--- src/rtl/sr_ff_bank.sv ---
// sr_ff_bank: bank of WIDTH independent clocked set/reset flip-flops.
// Build-time options choose how a coincident set+reset resolves
// (CONFLICT_MODE), level vs rising-edge requests (EDGE_MODE) and an
// optional auto-clear after TIMEOUT idle cycles high.
//
// Ports:
//   clk          clock, all state updates on rising edge
//   rst          synchronous active-high reset
//   S, R         per-channel set / reset requests
//   clr_err      clears err_sticky (a same-cycle conflict wins)
//   Q, Q_bar     registered channel state and its complement
//   conflict     per-channel pulse: effective set and reset coincided
//   timeout_evt  per-channel pulse: channel auto-cleared
//   err_sticky   any conflict seen since last clr_err / reset

// One channel. hit is the unregistered effective s&r, fed to the
// bank-level sticky error so it can react on the same edge.
module sr_ff_cell #(
  parameter int   CONFLICT_MODE = 0,
  parameter int   EDGE_MODE     = 0,
  parameter int   TIMEOUT       = 0,
  parameter logic RST_Q         = 1'b0
) (
  input  logic clk,
  input  logic rst,
  input  logic s_in,
  input  logic r_in,
  output logic q,
  output logic conflict,
  output logic timeout_evt,
  output logic hit
);
  logic s, r;
  logic q_res, set_wr, q_nxt;

  generate
    if (EDGE_MODE != 0) begin : g_edge
      logic s_prev, r_prev;
      // Tracked through reset too, so inputs held high across reset
      // do not look like a fresh edge afterwards.
      always_ff @(posedge clk) begin
        s_prev <= s_in;
        r_prev <= r_in;
      end
      assign s = s_in & ~s_prev;
      assign r = r_in & ~r_prev;
    end else begin : g_lvl
      assign s = s_in;
      assign r = r_in;
    end
  endgenerate

  assign hit = s & r;

  // set_wr marks every path that writes a 1 through a set, which is
  // what restarts the timeout count.
  always_comb begin
    q_res  = q;
    set_wr = 1'b0;
    case ({s, r})
      2'b10: begin q_res = 1'b1; set_wr = 1'b1; end
      2'b01: q_res = 1'b0;
      2'b11: begin
        case (CONFLICT_MODE)
          0:       q_res = 1'b0;
          1:       begin q_res = 1'b1; set_wr = 1'b1; end
          2:       q_res = q;
          default: begin q_res = ~q; set_wr = ~q; end
        endcase
      end
      default: ;
    endcase
  end

  generate
    if (TIMEOUT > 0) begin : g_to
      localparam int CW = $clog2(TIMEOUT + 1);
      logic [CW-1:0] cnt;
      logic          idle_hi, expire;

      // Any request (including a holding conflict) suppresses counting.
      assign idle_hi = q & ~s & ~r;
      assign expire  = idle_hi && (cnt == CW'(TIMEOUT - 1));
      assign q_nxt   = expire ? 1'b0 : q_res;

      always_ff @(posedge clk) begin
        if (rst) begin
          cnt         <= '0;
          timeout_evt <= 1'b0;
        end else begin
          timeout_evt <= expire;
          if (set_wr || expire) cnt <= '0;
          else if (idle_hi)     cnt <= cnt + CW'(1);
        end
      end
    end else begin : g_no_to
      assign q_nxt       = q_res;
      assign timeout_evt = 1'b0;
    end
  endgenerate

  always_ff @(posedge clk) begin
    if (rst) begin
      q        <= RST_Q;
      conflict <= 1'b0;
    end else begin
      q        <= q_nxt;
      conflict <= hit;
    end
  end
endmodule

module sr_ff_bank #(
  parameter int               WIDTH         = 8,
  parameter int               CONFLICT_MODE = 0,
  parameter int               EDGE_MODE     = 0,
  parameter int               TIMEOUT       = 0,
  parameter logic [WIDTH-1:0] RESET_VALUE   = '0
) (
  input  logic             clk,
  input  logic             rst,
  input  logic [WIDTH-1:0] S,
  input  logic [WIDTH-1:0] R,
  input  logic             clr_err,
  output logic [WIDTH-1:0] Q,
  output logic [WIDTH-1:0] Q_bar,
  output logic [WIDTH-1:0] conflict,
  output logic [WIDTH-1:0] timeout_evt,
  output logic             err_sticky
);
  logic [WIDTH-1:0] hit;

  generate
    for (genvar i = 0; i < WIDTH; i++) begin : g_ch
      sr_ff_cell #(
        .CONFLICT_MODE(CONFLICT_MODE),
        .EDGE_MODE    (EDGE_MODE),
        .TIMEOUT      (TIMEOUT),
        .RST_Q        (RESET_VALUE[i])
      ) u_cell (
        .clk        (clk),
        .rst        (rst),
        .s_in       (S[i]),
        .r_in       (R[i]),
        .q          (Q[i]),
        .conflict   (conflict[i]),
        .timeout_evt(timeout_evt[i]),
        .hit        (hit[i])
      );
    end
  endgenerate

  assign Q_bar = ~Q;

  // A conflict on the same edge as clr_err keeps the bit set.
  always_ff @(posedge clk) begin
    if (rst) err_sticky <= 1'b0;
    else     err_sticky <= (err_sticky & ~clr_err) | (|hit);
  end
endmodule

--- config.mk ---
export PLATFORM = sky130hd
export DESIGN_NAME = sr_ff_bank
export DESIGN_NICKNAME = d
export VERILOG_FILES = /design/src/rtl/sr_ff_bank.sv
export SDC_FILE = /design/constraint.sdc
export NUM_CORES = 1
export LEC_CHECK = 0
export BUFFER_PORTS_ARGS = -buffer_cell sky130_fd_sc_hd__buf_2
export CORE_MARGIN = 4
export CORE_UTILIZATION = 39
export CTS_CLUSTER_DIAMETER = 150
export DETAILED_ROUTE_END_ITERATION = 8
export PLACE_DENSITY = 0.75
export SLEW_MARGIN = 20
export SYNTH_ARGS = -nofsm -noshare
export SYNTH_HDL_FRONTEND = slang
export SYNTH_SLANG_ARGS = --single-unit
export TNS_END_PERCENT = 10
--- constraint.sdc ---
create_clock -name clk -period 1.05 [get_ports clk]
set_clock_uncertainty 0.1 [all_clocks]
set_input_delay 0.21 -clock clk [delete_from_list [all_inputs] [get_ports clk]]
set_output_delay 0.21 -clock clk [all_outputs]
set_load 0.01 [all_outputs]
# Yosys cells after proc, flatten, opt, wreduce, memory -nomap -nowiden
# Cells that the tools add are included.
# op_classes
reduce_logical	17
muxes	8
bitwise	12
n_eq_ne	24
# op_table
cell	count
$eq 2x2->1 const B	16
$eq 2x1->1 const B	8
$pmux 1 s2	8
$reduce_bool 2->1	8
$reduce_or 2->1	8
$and 1x1->1	9
$not 8->8	1
$reduce_or 8->1	1
$not 1->1	1
$or 1x1->1	1
# word_totals
reg_bits	17
input_bits	19

# Depth between registers and ports, before layout
# Gate-level depths: netlist (run 1).
# logic_depth
depth_word	3
depth_mapped	3
depth_no_buf	3

# Cells and area by module
# From an unflattened synthesis (run 1), not the netlist that was laid out.
# hier_totals
cells_unflattened	77
hier_area_um2	748.2
# by_module_without_submodules
module	cells_per_inst	area_per_inst_um2	seq_area_each_um2	instances
sr_ff_cell	8	82.6	40.0	8
sr_ff_bank	13	87.6	20.0	1

# Worst setup path after synthesis (run 1)
# Ideal clock, no wire load.
# synth_path
path_type	reg2reg
start	register err_sticky
end	register err_sticky
setup_slack_ns	0.115
synth_period_minus_slack_ns	0.935
path_buffers	0
arrival_time_ns	0.758
path_stages_with_launch	4
path_cell_list	dfxtp_1 > nand2b_1 > and4_1 > a41oi_2
# synth_between
elab_chain_len	2
# synth_rtl
item	line	source
start: declaration	129	output logic err_sticky
start signal: assignment	158	else err_sticky <= (err_sticky & ~clr_err) | (|hit);
$and 1x1->1	158	
$or 1x1->1	158	
# Every way passes these cells.
# A chain may end at the register's enable or synchronous reset.

# Worst setup path in the final report (run 1)
# layout_path
start	register g_ch[0].u_cell.q
end	output port Q_bar[0]
# layout_between
elab_chain_len	1
# layout_rtl
item	line	source
start: declaration	28	output logic q,
start signal: assignment	107	q <= q_nxt;
$not 8->8	153	assign Q_bar = ~Q;
end: declaration	126	output logic [WIDTH-1:0] Q_bar,
# Every way passes these cells.

==> flow_summary.json, run 1 <==
{
  "cp-endpoint": "Q_bar[0]",
  "nets": 147,
  "worstSetupEndpointType": "output port",
  "cp.depth": 2,
  "finish.utilization_pct": 58.44,
  "synth_seq_cells": 17,
  "crit_buf_inv": 2,
  "p_per_area_mw_per_mm2": 1235,
  "cts_buffers": 3,
  "crit_type": "reg -> out",
  "synth_area_leader_cell": "dfxtp_1",
  "r2r_start": "err_sticky",
  "synthCells": 89,
  "period_share_pct": 105.3,
  "viasPerCell": 4.092,
  "r2r_end": "err_sticky",
  "post_drt_wl_per_cell_um": 10.14,
  "postCtsSetupRepairBufs": 0,
  "dp_slack_ps": -50.50,
  "cp_max_fo": 3,
  "hold_viol_final": 0,
  "post-route-worst-setup-slack_ps": -55.26,
  "h-tree-depth": 1,
  "arrival_ps": 800,
  "synth_top_area_share_pct": 45.56,
  "cts_tree": "yes",
  "pin_count": 52,
  "core_mm2": 0.001764,
  "num_rows": 15,
  "dpl.hpwl_mm": 1.210,
  "gp_congestion": 0.6710,
  "setup_tns_ps": -537.2,
  "antenna_found_initial": 0,
  "drc": 0,
  "grt_pass1_vias": 594,
  "synthesis.area_um2": 747.0,
  "r2r_setup_slack_ps": 80,
  "slowest_stage": "dfxtp_2",
  "port_buffers": 43,
  "cts.path.max_buffers": 2,
  "max-vdd-ir-drop_mv": 0.5342,
  "postSynthAreaPerCell_um2": 8.393,
  "fillers": 174,
  "die_area_mm2": 0.002680,
  "ys.warnings.count": 0,
  "hp-class": "in -> reg",
  "fin_area_mm2": 0.001031,
  "failed_checks": "setup timing",
  "worstSetupStartpoint": "g_ch[0].u_cell.q",
  "drt_iter0_drc": 3,
  "cts_root_buf": "clkbuf_4",
  "drv_cap": 0,
  "drive_gt1_share_pct": 57.48,
  "critPathTopFamily": "flip-flops",
  "cp_slowest_stage_delay_ps": 360,
  "die_h_um": 51.77,
  "first_pass_iters": 4,
  "dpl_cell_area_um2": 860.8,
  "clk_pin_slew_ps": 100,
  "setup_violations": 16,
  "synth_area_leaders": "dfxtp_1, buf_4, nor2_1, nor3_1, inv_1",
  "rsz0062_at_grt": "true",
  "syn_to_final_growth_pct": 38.02,
  "worstHoldStart": "S[4]",
  "r2r_cells": 3,
  "diodes": 0,
  "worst_setup_path_start_kind": "flip-flop",
  "initial_core_util_pct": 42.34,
  "period_minus_slack_ps": 1105,
  "clock_sinks": 17,
  "vias": 622,
  "power_leakage_nw": 0.5259,
  "grt_start_max_net_pins": 18,
  "max_freq_mhz": 904.8,
  "track_usage_pct": 12.06,
  "antenna_left": 0,
  "crit_chain": "inv_2, buf_6",
  "grt_overflow_total": 0,
  "insertion_delay_ps": 280,
  "drt-total-wl_mm": 1.541,
  "ys_types": 13,
  "ys_seq_area_share_pct": 45.56,
  "die_w_um": 51.77,
  "outcome": "finished with violations",
  "grt_pass1_wl_mm": 2.366,
  "finalMaxSlewViolations": 0,
  "worstPathRequired_ps": 740
}
[worst min-delay path, stage by stage]
cell,delay [ps]
buf_2,120
nand2_1,60
nor2_1,30
[kinds of logic (layout without fill, tap and decap cells)]
family	Yosys count	after routing	synth area share [%]
AOI/OAI and AO/OA	3	3	4.188
buffers and inverters	34	65	30.32
other	1	8	0.5020
and+or+nand+nor	34	34	19.43
DFF	17	17	45.56
[power by group]
| group | internal, mW | switching, mW | total [mW] |
|---|---|---|---|
| Sequential | 0.679 | 0.0183 | 0.697 |
| Clock | 0.141 | 0.195 | 0.337 |
| Combinational | 0.126 | 0.114 | 0.239 |
| Total | 0.946 | 0.328 | 1.27 |
[cell usage after synthesis]
cell / n
and4_1: 1
conb_1: 1
buf_4: 24
a22oi_1: 2
buf_2: 1
nand2_1: 8
a41oi_2: 1
buf_6: 1
nor2_1: 16
nor3_1: 8
inv_1: 8
dfxtp_1: 17
nand2b_1: 1
[routing by layer]
metal	vias to the layer above	part of all wire (%)	GRT usage (%)	routed length [um]
li1	320	-	-	-
met1	270	37	11.48	574
met2	30	52	22.25	798
met3	2	9.1	2.579	141
met4	0	1.8	9.170	27
met5	-	0	0	0
[through the flow]
step | cells | hold WS (ps) | total power, mW
floorplan | 96 | 189.3 | 0.8523
global placement | 143 | 291.2 | 0.8945
detailed placement | 143 | 297.2 | 0.9011
CTS | 152 | 48.01 | 1.265
global route | 152 | 47.05 | 1.340
finish | 152 | 52.38 | 1.273
[how the worst min path moves through the flow]
stage | end | slack, ps | cells past startpoint
floorplan | g_ch[0].u_cell.q | 190 | 1
global placement | g_ch[2].u_cell.q | 290 | 2
detailed placement | g_ch[1].u_cell.q | 300 | 2
CTS | g_ch[5].u_cell.conflict | 50 | 3
global route | g_ch[4].u_cell.conflict | 50 | 3
finish | g_ch[4].u_cell.conflict | 50 | 3
[layout by cell type (no fill, tap or decap), drive strengths merged]
master       instances
clkinv               1
inv                  8
nand2b               1
conb                 8
buf                 48
nor3                 8
dfxtp               17
dlygate4sd3          5
nand2                8
and4                 1
a41oi                1
clkbuf               3
nor2                16
a22oi                2
[sequential cells by signal, indices dropped and copies added (netlist names)]
| signal | count |
|---|---|
| err_sticky | 1 |
| g_ch.u_cell.conflict | 8 |
| g_ch.u_cell.q | 8 |
[area by class of cell]
| cell class | count | area (um^2) | share of cell area (%) |
|---|---|---|---|
| timing repair buffer | 53 | 377.9 | 36.65 |
| sequential | 17 | 355.3 | 34.47 |
| multi-input combinational | 45 | 209.0 | 20.27 |
| tap | 25 | 31.28 | 3.034 |
| inverter | 8 | 30.03 | 2.913 |
| clock buffer | 3 | 22.52 | 2.184 |
| clock inverter | 1 | 5.005 | 0.4854 |
[timing repair]
action	4_1_cts	5_1_grt
endpoints found under the setup margin	19	25
hold buffers	5	0
endpoints found under the hold margin	5	0
gates resized for setup	11	21
Note: power is estimated with default switching activity, not from simulation.
==> run 2, diff against run 1 <==
Settings changed: CORE_MARGIN 4 to 2, GPL_ROUTABILITY_DRIVEN set to 0.
==> run 2 against run 1 <==
Effect of this change: the run still ends with setup timing left; register-to-register slack gained 30 ps; clock power shrank 1%; via count shrank 0.16%; cell count shrank 0.66%; critical path depth is the same.
==> flow_summary.json, run 2 (synthesis results as in run 1) <==
{
  "cts.path.max_buffers": 2,
  "grt_pass1_vias": 509,
  "final_common_cell": "buf_2",
  "dpl.hpwl_mm": 1.152,
  "port_buffers": 43,
  "drt_iter0_drc": 1,
  "initial_core_util_pct": 42.34,
  "power_leakage_nw": 0.5030,
  "pin_count": 52,
  "clk_pin_slew_ps": 100,
  "worstSetupEndpointType": "output port",
  "rsz0062_at_grt": "true",
  "outcome": "finished with violations",
  "die_h_um": 47.77,
  "max-vdd-ir-drop_mv": 0.6642,
  "post_drt_wl_per_cell_um": 9.781,
  "drive_gt1_share_pct": 50.79,
  "layout.cells.most_common_list": "buf_2, nor2_1, dfxtp_2",
  "antenna_found_initial": 0,
  "cts_tree": "yes",
  "top_regs": "g_ch.u_cell.conflict (8), g_ch.u_cell.q (8), err_sticky (1)",
  "failed_checks": "setup timing",
  "insertion_delay_ps": 280,
  "max_freq_mhz": 903.1,
  "cts_buffers": 3,
  "cp_max_fo": 3,
  "grt_overflow_total": 0,
  "die_w_um": 47.77,
  "postCtsSetupRepairBufs": 0,
  "diodes": 0,
  "worst_setup_path_start_kind": "flip-flop",
  "h-tree-depth": 1,
  "period_minus_slack_ps": 1107,
  "finalMaxSlewViolations": 0,
  "hold_viol_final": 0,
  "first_pass_iters": 2,
  "vias": 621,
  "grt_start_max_net_pins": 18,
  "fin_cells": 151,
  "drv_cap": 0,
  "hp-class": "in -> reg",
  "drc": 0,
  "track_usage_pct": 13.14,
  "crit_type": "reg -> out",
  "setup_violations": 14,
  "antenna_left": 0,
  "period_share_pct": 105.5,
  "syn_to_final_growth_pct": 32.50,
  "num_rows": 15,
  "viasPerCell": 4.113,
  "post-route-worst-setup-slack_ps": -57.27,
  "nets": 146,
  "die_area_mm2": 0.002282,
  "p_per_area_mw_per_mm2": 1266,
  "dp_cells": 143,
  "drt-total-wl_mm": 1.477,
  "cts_root_buf": "clkbuf_4",
  "grt_pass1_wl_mm": 1.980,
  "hold_slack_ps": 13.22,
  "arrival_ps": 800,
  "core_mm2": 0.001764,
  "clock_sinks": 17,
  "worstPathRequired_ps": 740
}
-- run 2: cell types whose count changed in the layout (fill, tap and decap cells not counted), sizes merged --
| cell | delta |
|---|---|
| dlygate4sd3 | -1 |
| clkinv | -1 |
| clkbuf | +1 |
-- run 2: timing repair --
action / CTS / global route
endpoints found under the setup margin: 17 / 20
endpoints found under the hold margin: 4 / 0
resized for setup: 10 / 10
hold buffers: 4 / 0
-- run 2: critical path, stage by stage (launching register included) --
cell	delay, ps
dfxtp_2	370
inv_2	40
buf_6	110
-- run 2: worst paths after layout --
check             slack, ps              from  depth (start not counted)          endpoint
setup reg to reg        110        err_sticky                          3        err_sticky
setup / recovery        -60  g_ch[5].u_cell.q                          2          Q_bar[5]
hold reg to reg         400  g_ch[2].u_cell.q                          2  g_ch[2].u_cell.q
hold / removal           10              R[5]                          2  g_ch[5].u_cell.q
-- run 2: layout make-up --
class | count | area [um^2]
well taps | 25 | 31.28
repair buffers | 52 | 342.8
flip-flops and latches | 17 | 352.8
inverters | 8 | 30.03
multi-input cells | 45 | 206.4
fillers | 192 | 774.5
clock buffers | 4 | 26.28
-- run 2: routing by layer --
layer / global-route usage (%) / up-vias / wire (um)
met5: 0 / - / 0
met4: 9.730 / 0 / 27
met3: 2.264 / 2 / 102
met2: 23.47 / 29 / 762
met1: 13.53 / 272 / 583
li1: - / 318 / -
-- run 2: power breakdown --
part	internal [mW]	switching, mW	leakage [nW]
sequential	0.678	0.0170	0.143
combinational	0.115	0.110	0.345
clock	0.147	0.186	0.0150
-- run 2: per-stage QoR --
step / util [%] / total power [mW] / worst slack [ps] / cell area, um^2 / setup TNS, ps
3_3_place_gp: 48.79 / 0.8932 / -3.913 / 860.8 / -3.913
4_1_cts: 53.55 / 1.245 / -55.56 / 944.7 / -528.1
2_1_floorplan: - / 0.8523 / 115.5 / 773.2 / 0
3_5_place_dp: 48.79 / 0.9001 / -58.12 / 860.8 / -58.12
6_report: 56.10 / 1.253 / -57.27 / 989.7 / -428.1
5_1_grt: 56.10 / 1.314 / -94.76 / 989.7 / -1025
==> run 3, diff against run 2 <==
Settings changed: ABC_AREA set to 1, CORE_UTILIZATION 39 to 40, PLACE_DENSITY 0.75 to 0.77.
==> run 3 against run 2 <==
Effect of this change: the flow still finishes with violations (setup timing); die area increased by 0.10%; utilization rose by 0.85 points; maximum frequency is 0.12% higher; register-to-register slack better by 130 ps; via count grew 1.6%; sequential share of layout area shrank 0.53 points; critical path type unchanged; critical endpoint unchanged; largest cell class unchanged; largest power group unchanged.
==> flow_summary.json, run 3 <==
{
  "drt_iter0_drc": 6,
  "synth.most_common_cell": "buf_4",
  "insertion_delay_ps": 290,
  "worstPathRequired_ps": 740,
  "antenna_left": 0,
  "postSynthAreaPerCell_um2": 7.989,
  "final_common_cell": "buf_2",
  "power_leakage_nw": 0.5438,
  "period_minus_slack_ps": 1106,
  "dpl_cell_area_um2": 833.3,
  "drive_gt1_share_pct": 47.37,
  "synth_area_leaders": "dfxtp_1, buf_4, nor2_1, nand2_1, inv_1",
  "synth_seq_cells": 17,
  "drc": 0,
  "dp_cells": 145,
  "hold_viol_final": 0,
  "ys_top_cells_by_count": "buf_4, nor2_1, dfxtp_1, nand2_1, inv_1",
  "finish.utilization_pct": 56.95,
  "post-route-worst-setup-slack_ps": -55.97,
  "post_drt_wl_per_cell_um": 9.057,
  "worstSetupEndpointType": "output port",
  "ys.warnings.count": 0,
  "dpl.hpwl_um": 982,
  "synthCells": 96,
  "clk_pin_slew_ps": 100,
  "cts.path.max_buffers": 2,
  "top_regs": "g_ch.u_cell.conflict (8), g_ch.u_cell.q (8), err_sticky (1)",
  "antenna_found_initial": 0,
  "ys_types": 11,
  "grt_start_max_net_pins": 18,
  "cp_max_fo": 3,
  "syn_to_final_growth_pct": 30.99,
  "fin_area_mm2": 0.001005,
  "period_share_pct": 105.3,
  "cts_tree": "yes",
  "first_pass_iters": 4,
  "pin_count": 52,
  "synth_edf_count": 0,
  "arrival_ps": 800,
  "cts_buffers": 3,
  "nets": 153,
  "r2r_setup_slack_ps": 240,
  "drt-total-wl_mm": 1.431,
  "vias": 631,
  "p_per_area_mw_per_mm2": 1262,
  "setup_violations": 16,
  "grt_pass1_wl_mm": 1.959,
  "setup_tns_ps": -549.6,
  "track_usage_pct": 11.99,
  "clock_sinks": 17,
  "die_h_um": 47.79,
  "port_buffers": 43,
  "total_power_mw": 1.268,
  "grt_pass1_vias": 516,
  "outcome": "finished with violations",
  "synthFlopType": "dfxtp_1",
  "layout.cells.most_common_list": "buf_2, nor2_1, nand2_1",
  "max-vdd-ir-drop_mv": 0.4747,
  "diodes": 0,
  "num_rows": 15,
  "die_area_mm2": 0.002284,
  "die_w_um": 47.79,
  "cts_root_buf": "clkbuf_4",
  "fin_cells": 158,
  "drv_cap": 0,
  "initial_core_util_pct": 43.48,
  "synth_top_area_share_pct": 44.37,
  "viasPerCell": 3.994,
  "rsz0062_at_grt": "true",
  "finalMaxSlewViolations": 0,
  "async_flop_share_pct": 0,
  "max_freq_mhz": 904.2,
  "grt_overflow_total": 0,
  "h-tree-depth": 1,
  "synth_area_leader_cell": "dfxtp_1",
  "fillers": 173,
  "hp-class": "in -> reg",
  "ys_seq_area_share_pct": 44.37,
  "worst_setup_path_start_kind": "flip-flop",
  "synthesis.area_um2": 767.0,
  "core_mm2": 0.001764,
  "crit_type": "reg -> out",
  "failed_checks": "setup timing"
}
[run 3: repair_timing]
action,CTS,global route
endpoints found under the setup margin,18,25
buffers inserted,0,1
gates resized for setup,12,8
hold buffers,8,0
endpoints found under the hold margin,8,0
[run 3: critical path, cell delays in order, from the launching register on]
cell     delay, ps
dfxtp_2        350
inv_1           40
buf_2          120
[run 3: path summary, 6_finish.rpt]
| check | endpoint | startpoint | cells past startpoint |
|---|---|---|---|
| hold / removal | g_ch[0].u_cell.conflict | S[0] | 3 |
| hold reg to reg | g_ch[5].u_cell.q | g_ch[5].u_cell.q | 2 |
| setup reg to reg | g_ch[0].u_cell.q | g_ch[0].u_cell.q | 3 |
| setup / recovery | Q_bar[5] | g_ch[5].u_cell.q | 2 |
[run 3: per-stage QoR]
stage,hold slack (ps),setup slack (ps)
6_report,63.41,-55.97
5_1_grt,67.77,-94.56
4_1_cts,58.90,-61.67
3_5_place_dp,293.5,112.9
3_3_place_gp,290.8,107.3
2_1_floorplan,179.7,287.1
[run 3: area by class of cell]
| class | instances | area, um^2 | share of cell area (%) |
|---|---|---|---|
| inverters | 11 | 41.29 | 4.110 |
| clock buffers | 3 | 22.52 | 2.242 |
| repair buffers | 52 | 346.6 | 34.50 |
| well taps | 25 | 31.28 | 3.113 |
| multi-input cells | 49 | 205.2 | 20.42 |
| clock inverters | 1 | 5.005 | 0.4981 |
| flip-flops and latches | 17 | 352.8 | 35.12 |
[run 3: cells by family after synthesis]
kind of cell           Yosys count  share of synthesized area [%]
buffers and inverters           37                          32.30
other                            1                         0.4889
AND/OR/NAND/NOR                 41                          22.84
flip-flops                      17                          44.37
[run 3: power by group]
group          total [mW]  switching (mW)  internal, mW  leakage, nW
registers           0.693          0.0148         0.678        0.143
clock network       0.349           0.207         0.141       0.0177
logic               0.226           0.114         0.113        0.383
total                1.27           0.336         0.932        0.544
[run 3: layer usage]
layer / GRT usage [%] / wire [um] / vias up / part of all wire [%]
met5: 0 / 0 / - / 0
met4: 7.568 / 25 / 0 / 1.7
met3: 1.887 / 98 / 4 / 6.8
met2: 20.27 / 753 / 34 / 53
met1: 13.99 / 555 / 267 / 39
li1: - / - / 326 / -
